[config.mk]
export PLATFORM = sky130hd
export DESIGN_NAME = uart_rx_flat
export DESIGN_NICKNAME = d
export VERILOG_FILES = /design/src/rtl/uart_pkg.sv /design/src/rtl/uart_rx_if.sv /design/src/rtl/uart_sync.sv /design/src/rtl/uart_rx.sv /design/src/flat_wrapper.sv
export SDC_FILE = /design/constraint.sdc
export NUM_CORES = 1
export LEC_CHECK = 0
export CAP_MARGIN = 25
export CELL_PAD_IN_SITES_DETAIL_PLACEMENT = 1
export CELL_PAD_IN_SITES_GLOBAL_PLACEMENT = 1
export CORE_MARGIN = 1
export CORE_UTILIZATION = 40
export DETAILED_ROUTE_END_ITERATION = 6
export GPL_TIMING_DRIVEN = 0
export PLACE_DENSITY = 0.73
export SYNTH_ARGS = -nofsm -noshare
export SYNTH_HDL_FRONTEND = slang
export SYNTH_SLANG_ARGS = --single-unit
[constraint.sdc]
create_clock -name clk -period 2.45 [get_ports clk]
set_clock_uncertainty 0.2 [all_clocks]
set_input_delay 0.49 -clock clk [delete_from_list [all_inputs] [get_ports clk]]
set_output_delay 0.49 -clock clk [all_outputs]
set_load 0.01 [all_outputs]
[src/rtl/uart_pkg.sv]
// Shared UART definitions: receiver state encoding and 8N1 frame constants
// used by both the receive and transmit halves of the link.
package uart_pkg;

  typedef enum logic [2:0] {
    IDLE,
    START,
    DATA,
    STOP,
    BRK_WAIT
  } uart_rx_state_t;

  localparam int UART_DATA_BITS  = 8;
  localparam int UART_START_BITS = 1;
  localparam int UART_STOP_BITS  = 1;
  localparam int UART_FRAME_BITS = UART_START_BITS + UART_DATA_BITS + UART_STOP_BITS;

  localparam logic UART_IDLE_LEVEL  = 1'b1;
  localparam logic UART_START_LEVEL = 1'b0;
  localparam logic UART_STOP_LEVEL  = 1'b1;

endpackage

[src/rtl/uart_rx_if.sv]
// Host-side handshake of the UART receiver: received byte, status pulses
// and the consumer's acknowledge.
interface uart_rx_if;
  import uart_pkg::*;

  logic [UART_DATA_BITS-1:0] rdata;
  logic                      rx_valid;
  logic                      rd_ack;
  logic                      frame_err;
  logic                      overrun;
  logic                      rx_busy;

  // Receiver side: produces data and status
  modport master (
    output rdata,
    output rx_valid,
    output frame_err,
    output overrun,
    output rx_busy,
    input  rd_ack
  );

  // Consumer side: reads data and acknowledges
  modport slave (
    input  rdata,
    input  rx_valid,
    input  frame_err,
    input  overrun,
    input  rx_busy,
    output rd_ack
  );

endinterface

[src/rtl/uart_sync.sv]
// N-flop synchroniser for an asynchronous input. Resets to 1 so an idle-high
// line does not look like a falling edge when reset is released.
module uart_sync #(
  parameter int N = 2
) (
  input  logic clk,
  input  logic rst_n,
  input  logic d,
  output logic q
);

  logic [N-1:0] sync_reg;

  // Shift the raw input through N flops
  always_ff @(posedge clk) begin
    if (!rst_n) begin
      sync_reg <= '1;
    end else begin
      sync_reg <= {sync_reg[N-2:0], d};
    end
  end

  assign q = sync_reg[N-1];

endmodule

[src/rtl/uart_rx.sv]
// UART receiver, 8N1, mid-bit sampling with CLKS_PER_BIT clocks per bit.
// Reports received bytes as a held level plus frame-error / overrun pulses.
module uart_rx
  import uart_pkg::*;
#(
  parameter int CLKS_PER_BIT = 16,
  parameter int SYNC_STAGES  = 2
) (
  input  logic       clk,
  input  logic       rst_n,
  input  logic       RX,
  uart_rx_if.master  bus
);

  localparam int HALF  = CLKS_PER_BIT / 2;
  localparam int CNT_W = $clog2(CLKS_PER_BIT);
  localparam logic [CNT_W-1:0] CNT_HALF_LAST = CNT_W'(HALF - 1);
  localparam logic [CNT_W-1:0] CNT_BIT_LAST  = CNT_W'(CLKS_PER_BIT - 1);
  localparam logic [2:0]       IDX_LAST      = 3'(UART_DATA_BITS - 1);

  logic rx_s;

  uart_rx_state_t            state_reg;
  logic [CNT_W-1:0]          cnt_reg;
  logic [2:0]                idx_reg;
  logic [UART_DATA_BITS-1:0] shift_reg;
  logic [UART_DATA_BITS-1:0] rdata_reg;
  logic                      rx_valid_reg;
  logic                      frame_err_reg;
  logic                      overrun_reg;
  logic                      rx_busy_reg;

  uart_sync #(
    .N (SYNC_STAGES)
  ) u_sync (
    .clk   (clk),
    .rst_n (rst_n),
    .d     (RX),
    .q     (rx_s)
  );

  // Frame FSM: start validation, data shifting, stop check, break hold-off
  always_ff @(posedge clk) begin
    if (!rst_n) begin
      state_reg     <= IDLE;
      cnt_reg       <= '0;
      idx_reg       <= '0;
      shift_reg     <= '0;
      rdata_reg     <= '0;
      rx_valid_reg  <= 1'b0;
      frame_err_reg <= 1'b0;
      overrun_reg   <= 1'b0;
      rx_busy_reg   <= 1'b0;
    end else begin
      frame_err_reg <= 1'b0;
      overrun_reg   <= 1'b0;
      // An ack clears the level; a byte completing in the same cycle wins below
      if (bus.rd_ack) begin
        rx_valid_reg <= 1'b0;
      end

      case (state_reg)
        IDLE: begin
          if (rx_s == UART_START_LEVEL) begin
            state_reg   <= START;
            cnt_reg     <= '0;
            rx_busy_reg <= 1'b1;
          end
        end

        START: begin
          if (cnt_reg == CNT_HALF_LAST) begin
            if (rx_s != UART_START_LEVEL) begin
              // Too short to be a start bit: treat as a glitch
              state_reg   <= IDLE;
              rx_busy_reg <= 1'b0;
            end else begin
              state_reg <= DATA;
              cnt_reg   <= '0;
              idx_reg   <= '0;
            end
          end else begin
            cnt_reg <= cnt_reg + 1'b1;
          end
        end

        DATA: begin
          if (cnt_reg == CNT_BIT_LAST) begin
            shift_reg <= {rx_s, shift_reg[UART_DATA_BITS-1:1]};
            cnt_reg   <= '0;
            if (idx_reg == IDX_LAST) begin
              state_reg <= STOP;
            end else begin
              idx_reg <= idx_reg + 3'd1;
            end
          end else begin
            cnt_reg <= cnt_reg + 1'b1;
          end
        end

        STOP: begin
          if (cnt_reg == CNT_BIT_LAST) begin
            cnt_reg <= '0;
            if (rx_s == UART_STOP_LEVEL) begin
              rdata_reg    <= shift_reg;
              rx_valid_reg <= 1'b1;
              overrun_reg  <= rx_valid_reg && !bus.rd_ack;
              state_reg    <= IDLE;
              rx_busy_reg  <= 1'b0;
            end else begin
              // Keep the last good byte; wait for the line to recover
              frame_err_reg <= 1'b1;
              state_reg     <= BRK_WAIT;
            end
          end else begin
            cnt_reg <= cnt_reg + 1'b1;
          end
        end

        BRK_WAIT: begin
          if (rx_s == UART_IDLE_LEVEL) begin
            state_reg   <= IDLE;
            rx_busy_reg <= 1'b0;
          end
        end

        default: begin
          state_reg   <= IDLE;
          rx_busy_reg <= 1'b0;
        end
      endcase
    end
  end

  assign bus.rdata     = rdata_reg;
  assign bus.rx_valid  = rx_valid_reg;
  assign bus.frame_err = frame_err_reg;
  assign bus.overrun   = overrun_reg;
  assign bus.rx_busy   = rx_busy_reg;

endmodule

[src/flat_wrapper.sv]
// flat-port wrapper written by rule: the top's interface ports become plain ports
module uart_rx_flat import uart_pkg::*;
#(
  parameter int CLKS_PER_BIT = 16,
  parameter int SYNC_STAGES  = 2
)
  (clk, rst_n, RX, bus_rdata, bus_rx_valid, bus_frame_err, bus_overrun, bus_rx_busy, bus_rd_ack);
  uart_rx_if bus_i ();
  input  logic clk;
  input  logic rst_n;
  input  logic RX;
  output wire logic [$bits(bus_i.rdata)-1:0] bus_rdata;
  output wire logic [$bits(bus_i.rx_valid)-1:0] bus_rx_valid;
  output wire logic [$bits(bus_i.frame_err)-1:0] bus_frame_err;
  output wire logic [$bits(bus_i.overrun)-1:0] bus_overrun;
  output wire logic [$bits(bus_i.rx_busy)-1:0] bus_rx_busy;
  input wire logic [$bits(bus_i.rd_ack)-1:0] bus_rd_ack;
  assign bus_rdata = bus_i.rdata;
  assign bus_rx_valid = bus_i.rx_valid;
  assign bus_frame_err = bus_i.frame_err;
  assign bus_overrun = bus_i.overrun;
  assign bus_rx_busy = bus_i.rx_busy;
  assign bus_i.rd_ack = bus_rd_ack;
  uart_rx #(.CLKS_PER_BIT(CLKS_PER_BIT), .SYNC_STAGES(SYNC_STAGES)) u_core (.clk(clk), .rst_n(rst_n), .RX(RX), .bus(bus_i));
endmodule
==> results of run 1 <==
## area by class of cell
type / instances / area [um2]
clock inverters: 2 / 10.0
repair buffers: 14 / 140
flip-flops and latches: 32 / 641
clock buffers: 6 / 51.3
plain buffers: 13 / 58.8
inverters: 3 / 11.3
multi-input cells: 113 / 686
well taps: 46 / 57.6
fillers: 418 / 1680
## worst max-delay path, stage by stage, from the launching register on
cell,delay [ns]
sky130_fd_sc_hd__dfxtp_1,0.34
sky130_fd_sc_hd__ha_1,0.20
sky130_fd_sc_hd__ha_1,0.19
sky130_fd_sc_hd__and4bb_2,0.29
sky130_fd_sc_hd__a31oi_1,0.05
sky130_fd_sc_hd__or3_1,0.33
sky130_fd_sc_hd__clkbuf_1,0.16
sky130_fd_sc_hd__mux2i_1,0.14
## power by group
| group | internal (uW) | switching, uW | leakage, uW |
|---|---|---|---|
| combinational | 18.5 | 30.7 | 0.000407 |
| clock | 136 | 176 | 0.0000380 |
| sequential | 526 | 4.31 | 0.000259 |
## synth_stat cells
cell / count
sky130_fd_sc_hd__a32oi_1: 1
sky130_fd_sc_hd__ha_1: 3
sky130_fd_sc_hd__o211ai_1: 1
sky130_fd_sc_hd__buf_4: 1
sky130_fd_sc_hd__a221o_1: 1
sky130_fd_sc_hd__or3_1: 3
sky130_fd_sc_hd__mux2_2: 1
sky130_fd_sc_hd__nor2_1: 18
sky130_fd_sc_hd__a21oi_1: 9
sky130_fd_sc_hd__nand2b_2: 1
sky130_fd_sc_hd__nand2_1: 18
sky130_fd_sc_hd__mux2i_1: 14
sky130_fd_sc_hd__inv_1: 3
sky130_fd_sc_hd__nor2b_1: 1
sky130_fd_sc_hd__and3_1: 1
sky130_fd_sc_hd__buf_2: 4
sky130_fd_sc_hd__nand3_1: 11
sky130_fd_sc_hd__nand4_2: 1
sky130_fd_sc_hd__o22ai_1: 1
sky130_fd_sc_hd__nand2b_1: 6
sky130_fd_sc_hd__or4_1: 1
sky130_fd_sc_hd__and4bb_2: 1
sky130_fd_sc_hd__and2b_1: 1
sky130_fd_sc_hd__nor3_1: 2
sky130_fd_sc_hd__nand3b_1: 2
sky130_fd_sc_hd__o32a_1: 1
sky130_fd_sc_hd__clkbuf_2: 1
sky130_fd_sc_hd__dfxtp_1: 32
sky130_fd_sc_hd__a31oi_1: 2
sky130_fd_sc_hd__o21ai_0: 11
sky130_fd_sc_hd__xor2_1: 1
sky130_fd_sc_hd__clkbuf_1: 7
## how the worst max path moves through the flow
stage,to,slack (ns),cells after the start
global placement,u_core.bus.rdata[3],0.46,6
global route,u_core.bus.rdata[0],0.24,6
floorplan,u_core.idx_reg[0],0.61,7
CTS,u_core.bus.rdata[6],0.38,6
detailed placement,u_core.bus.rdata[6],0.41,6
finish,u_core.idx_reg[2],0.44,7
## routing by layer
layer	track usage	wire length (um)	up-vias
met5	0	0	-
met4	0.0682	38	0
met3	0.0588	80	5
met2	0.354	1720	12
met1	0.234	1440	561
li1	-	-	594
## kinds of logic after synthesis
kind of cell / after synthesis / share of synthesized area
multiplexers: 15 / 0.108
adder cells (fa/ha/maj): 3 / 0.0269
buffers and inverters: 16 / 0.0502
XOR/XNOR: 1 / 0.00627
flip-flops: 32 / 0.459
AND/OR/NAND/NOR: 67 / 0.238
AO/OA/AOI/OAI: 27 / 0.111
## per-stage QoR
step           instances  setup WS (ns)   util  power (uW)
3_3_place_gp         221          0.459  0.478         589
3_5_place_dp         221          0.408  0.478         591
2_1_floorplan        161          0.607      -         573
5_1_grt              229          0.240  0.496         931
4_1_cts              229          0.376  0.496         907
6_report             229          0.435  0.496         892
==> impl_metrics.json, run 1 <==
{
  "numCtsBuffers": 5,
  "achievable-frequency_mhz": 496,
  "detail_route.wirelength_um": 3280,
  "drc_errors": 0,
  "cts_setup_buffers": 0,
  "p_per_area_nw_per_um2": 539,
  "instance_count_of_the_mapped_netlist": 161,
  "clock-sinks": 32,
  "type_of_the_most_critical_hold_path": "reg2reg",
  "worst_hold_slack_ns": 0.226,
  "grt_start_max_net_pins": 11,
  "layout_commonest_cell": "sky130_fd_sc_hd__dfxtp_1",
  "floorplan.die_area_um2": 3730,
  "outcome": "completed",
  "netlist_area_um2": 1400,
  "finish.net_count": 189,
  "worst_slew_pin_slew_ns": 0.517,
  "finalSetupViolations": 0,
  "cts-resized-gates": 0,
  "chipHeight_um": 61.1,
  "worstSetupStartpointType": "flop",
  "reg2reg_setup_slack_ns": 0.44,
  "antenna_violations_before_repair": 0,
  "crit_required_ns": 2.46,
  "gpl.final_weighted_congestion": 0.866,
  "final_hold_viol_count": 0,
  "crit_fanout": 3,
  "final_cell_mix": "sky130_fd_sc_hd__dfxtp_1 (32), sky130_fd_sc_hd__nor2_1 (18), sky130_fd_sc_hd__nand2_1 (18), sky130_fd_sc_hd__mux2i_1 (14), sky130_fd_sc_hd__clkdlybuf4s50_1 (14)",
  "placeableCoreArea_um2": 3340,
  "rsz0062_at_grt": "no",
  "n_antenna_cell": 0,
  "critPathCaptureType": "flop",
  "dr.first_iter.drc_count": 62,
  "antenna_left": 0,
  "yosys_register_bits": 32,
  "first_pass_grt_wire_length_um": 5410,
  "post_synth.cell_area_avg_um2": 8.67,
  "synth_fp_nets": 168,
  "drive_gt1_frac": 0.0984,
  "power_leakage_uw": 0.000704,
  "numPortBuffers": 14,
  "hold_buffers": 0,
  "layout_worst_path_cycle_share": 0.822,
  "timing.rr.start": "u_core.idx_reg[0]",
  "dp_hpwl_um": 2430,
  "crit_arrival_ns": 2.02,
  "setup_tns_final_ns": 0,
  "avgViaCountPerCell": 5.12,
  "power.ir.vdd_worst_v": 0.000324,
  "netlist.area_leader.share": 0.459,
  "grt_util_all_layers": 0.202,
  "hold-path-endpoint": "u_core.u_sync.sync_reg[1]",
  "max_cap_check_violation_count": 0,
  "yosysTopAreaCell": "sky130_fd_sc_hd__dfxtp_1",
  "route.vias.total": 1172,
  "areaGrowthSynthToFinish_pct": 18.5,
  "yosysSeqAreaShare": 0.459,
  "hold_depth": 1,
  "rows": 21,
  "worst_r2r_endpoint": "u_core.idx_reg[2]",
  "timing.critical_path.from": "u_core.idx_reg[0]",
  "bufs_on_longest_clock_path": 2,
  "worstSkewPairLatency_ns": 0.33,
  "synth-warning-count": 0,
  "worstSetupPathType": "reg2reg",
  "design.portCount": 16,
  "fin_crit_ns": 2.01,
  "timing_max_transition_violations_final": 0,
  "vias_in_the_first_global_route": 1203,
  "final_area_um2": 1660,
  "max_slew_margin": 0.655,
  "ff2ff_path_depth": 7,
  "cts_max_level": 2,
  "holdCritStartpoint": "u_core.u_sync.sync_reg[0]",
  "dieWidth_um": 61.1,
  "initial_util": 0.418,
  "place_area_um2": 1590,
  "clock-root-buffer": "sky130_fd_sc_hd__clkbuf_4",
  "overflow_left_after_global_routing": 0,
  "synth_area_leaders": "sky130_fd_sc_hd__dfxtp_1 (46%), sky130_fd_sc_hd__mux2i_1 (10%), sky130_fd_sc_hd__nand2_1 (4.8%), sky130_fd_sc_hd__nor2_1 (4.8%), sky130_fd_sc_hd__nand3_1 (3.9%)",
  "clock_tree_from_tritoncts": "done",
  "detail_route.first_pass.iterations": 4,
  "wl_per_cell_um": 14.3,
  "yosysUniqueCellTypes": 32,
  "worst_setup_hold_path_clk_slew_ns": 0.09
}
(Power assumes the default switching activity.)
==> inputs of run 2 (changes only) <==
- clock period: 2.45 -> 1.9 ns (I/O delays scaled with it)
==> run 2 against run 1 <==
Via count is essentially flat. Largest cell class unchanged. Non-clock buffer count did not move. Sequential share of layout area down 0.71 points.
==> impl_metrics.json, run 2 (synthesized netlist as in run 1, its figures left out) <==
{
  "outcome": "completed",
  "timing.final.ws_setup_ns": 0.0695,
  "chipHeight_um": 61.1,
  "worst_r2r_endpoint": "u_core.idx_reg[2]",
  "vias_in_the_first_global_route": 1205,
  "n_fill_cell": 409,
  "worstSetupPathType": "reg2reg",
  "finalSetupViolations": 0,
  "dpl_worst_slack_ns": -0.142,
  "p_per_area_nw_per_um2": 676,
  "grt_util_all_layers": 0.205,
  "type_of_the_most_critical_hold_path": "in2reg",
  "worst_path_max_delay_cell": "sky130_fd_sc_hd__or3_4",
  "rows": 21,
  "areaGrowthSynthToFinish_pct": 22.0,
  "crit_arrival_ns": 1.84,
  "hold_depth": 2,
  "dr.first_iter.drc_count": 76,
  "critPathMostFrequentCell": "sky130_fd_sc_hd__ha_2",
  "antenna_violations_before_repair": 0,
  "design.portCount": 16,
  "setup_tns_final_ns": 0,
  "place_area_um2": 1590,
  "achievable-frequency_mhz": 546,
  "dp_hpwl_um": 2430,
  "final_hold_viol_count": 0,
  "cp.buffers_inverters": 0,
  "max_slew_margin": 0.662,
  "worst_setup_hold_path_clk_slew_ns": 0.09,
  "worst_slew_pin_slew_ns": 0.507,
  "worstSetupStartpointType": "flop",
  "layout_worst_path_cycle_share": 0.963,
  "overflow_left_after_global_routing": 0,
  "final_area_um2": 1700,
  "antenna_left": 0,
  "fin_crit_ns": 1.83,
  "floorplan.die_area_um2": 3730,
  "placeableCoreArea_um2": 3340,
  "drc_errors": 0,
  "hold-path-endpoint": "u_core.u_sync.sync_reg[0]",
  "critPathCaptureType": "flop",
  "grt_start_max_net_pins": 11,
  "clock-root-buffer": "sky130_fd_sc_hd__clkbuf_4",
  "numPortBuffers": 14,
  "detail_route.first_pass.iterations": 4,
  "wl_per_cell_um": 14.6,
  "final_cell_mix": "sky130_fd_sc_hd__dfxtp_1 (29), sky130_fd_sc_hd__nor2_1 (18), sky130_fd_sc_hd__nand2_1 (18), sky130_fd_sc_hd__mux2i_1 (14), sky130_fd_sc_hd__clkdlybuf4s50_1 (14)",
  "ff2ff_path_depth": 6,
  "detail_route.wirelength_um": 3350,
  "hold_buffers": 0,
  "cell_chain_critical_path": "ha_2 > ha_2 > and4bb_2 > a31oi_1 > or3_4 > mux2i_1",
  "layout.area.seq_um2": 647,
  "timing.rr.start": "u_core.idx_reg[0]",
  "critical_path_cell_count": 6,
  "reg2reg_setup_slack_ns": 0.07,
  "power.ir.vdd_worst_v": 0.000417,
  "timing.critical_path.max_delay_family": "simple AND/OR/NAND/NOR gates",
  "clock-sinks": 32,
  "drive_gt1_frac": 0.148,
  "max_cap_check_violation_count": 0,
  "holdCritStartpoint": "rst_n",
  "peak_per_stage_delay_on_the_critical_path_ns": 0.38,
  "clock_tree_from_tritoncts": "done",
  "numCtsBuffers": 5,
  "rsz0062_at_grt": "no",
  "first_pass_grt_wire_length_um": 5490,
  "route.vias.total": 1171,
  "crit_required_ns": 1.91,
  "avgViaCountPerCell": 5.11,
  "finalCoreUtilization": 0.510,
  "area_occupied_by_multi_input_gates_um2": 717,
  "layout_commonest_cell": "sky130_fd_sc_hd__dfxtp_1",
  "bufs_on_longest_clock_path": 2,
  "dieWidth_um": 61.1,
  "timing_max_transition_violations_final": 0,
  "crit_fanout": 3,
  "gpl.final_weighted_congestion": 0.866,
  "finish.net_count": 189,
  "n_antenna_cell": 0,
  "worstSkewPairLatency_ns": 0.33,
  "power_leakage_uw": 0.000690,
  "cts_max_level": 2,
  "initial_util": 0.418
}
run 2: cell counts in the layout (fill, tap and decap cells not counted):
Identical to the previous run, type by type.
run 2: stage by stage:
stage	instances	power, uW	hold WS, ns
finish	229	1150	0.175
detailed placement	221	763	0.207
CTS	229	1170	0.172
floorplan	161	739	0.186
global route	229	1200	0.202
global placement	221	760	0.195
run 2: where the power goes:
part / total (uW) / leakage (uW) / internal, uW / switching, uW
Sequential: 684 / 0.000260 / 678 / 6.57
Combinational: 65.0 / 0.000392 / 24.3 / 40.7
Clock: 403 / 0.0000380 / 176 / 227
Total: 1150 / 0.000690 / 878 / 274
run 2: worst max path at each step:
| stage | start | end | slack, ns |
|---|---|---|---|
| floorplan | u_core.idx_reg[0] | u_core.idx_reg[0] | 0.06 |
| global placement | u_core.cnt_reg[0] | u_core.bus.rdata[3] | -0.09 |
| detailed placement | u_core.cnt_reg[0] | u_core.bus.rdata[6] | -0.14 |
| CTS | u_core.cnt_reg[1] | u_core.shift_reg[2] | 0.02 |
| global route | u_core.idx_reg[0] | u_core.idx_reg[2] | 0.004 |
| finish | u_core.idx_reg[0] | u_core.idx_reg[2] | 0.07 |
run 2: cell type report:
| class | count | area share |
|---|---|---|
| multi-input cells | 113 | 0.421 |
| flip-flops and latches | 32 | 0.380 |
| repair buffers | 15 | 0.0867 |
| plain buffers | 12 | 0.0360 |
| well taps | 46 | 0.0338 |
| clock buffers | 6 | 0.0301 |
| inverters | 3 | 0.00661 |
| clock inverters | 2 | 0.00588 |
run 2: what timing repair did:
| action | CTS | global route |
|---|---|---|
| cloned | 0 | 0 |
| gates resized for setup | 9 | 4 |
| pin swaps | 2 | 1 |
| setup endpoints to repair | 22 | 17 |
| buffers inserted | 1 | 0 |
run 2: layer usage:
metal | track usage | share of wire
met1 | 0.238 | 0.45
met4 | 0.0682 | 0.015
met2 | 0.360 | 0.51
met3 | 0.0588 | 0.022
met5 | 0 | 0
run 2: worst reg2reg max path, stage by stage, from the launching register on:
cell and delay [ns]:
sky130_fd_sc_hd__dfxtp_2 0.33, sky130_fd_sc_hd__ha_2 0.17, sky130_fd_sc_hd__ha_2 0.17, sky130_fd_sc_hd__and4bb_2 0.28, sky130_fd_sc_hd__a31oi_1 0.05, sky130_fd_sc_hd__or3_4 0.38, sky130_fd_sc_hd__mux2i_1 0.14
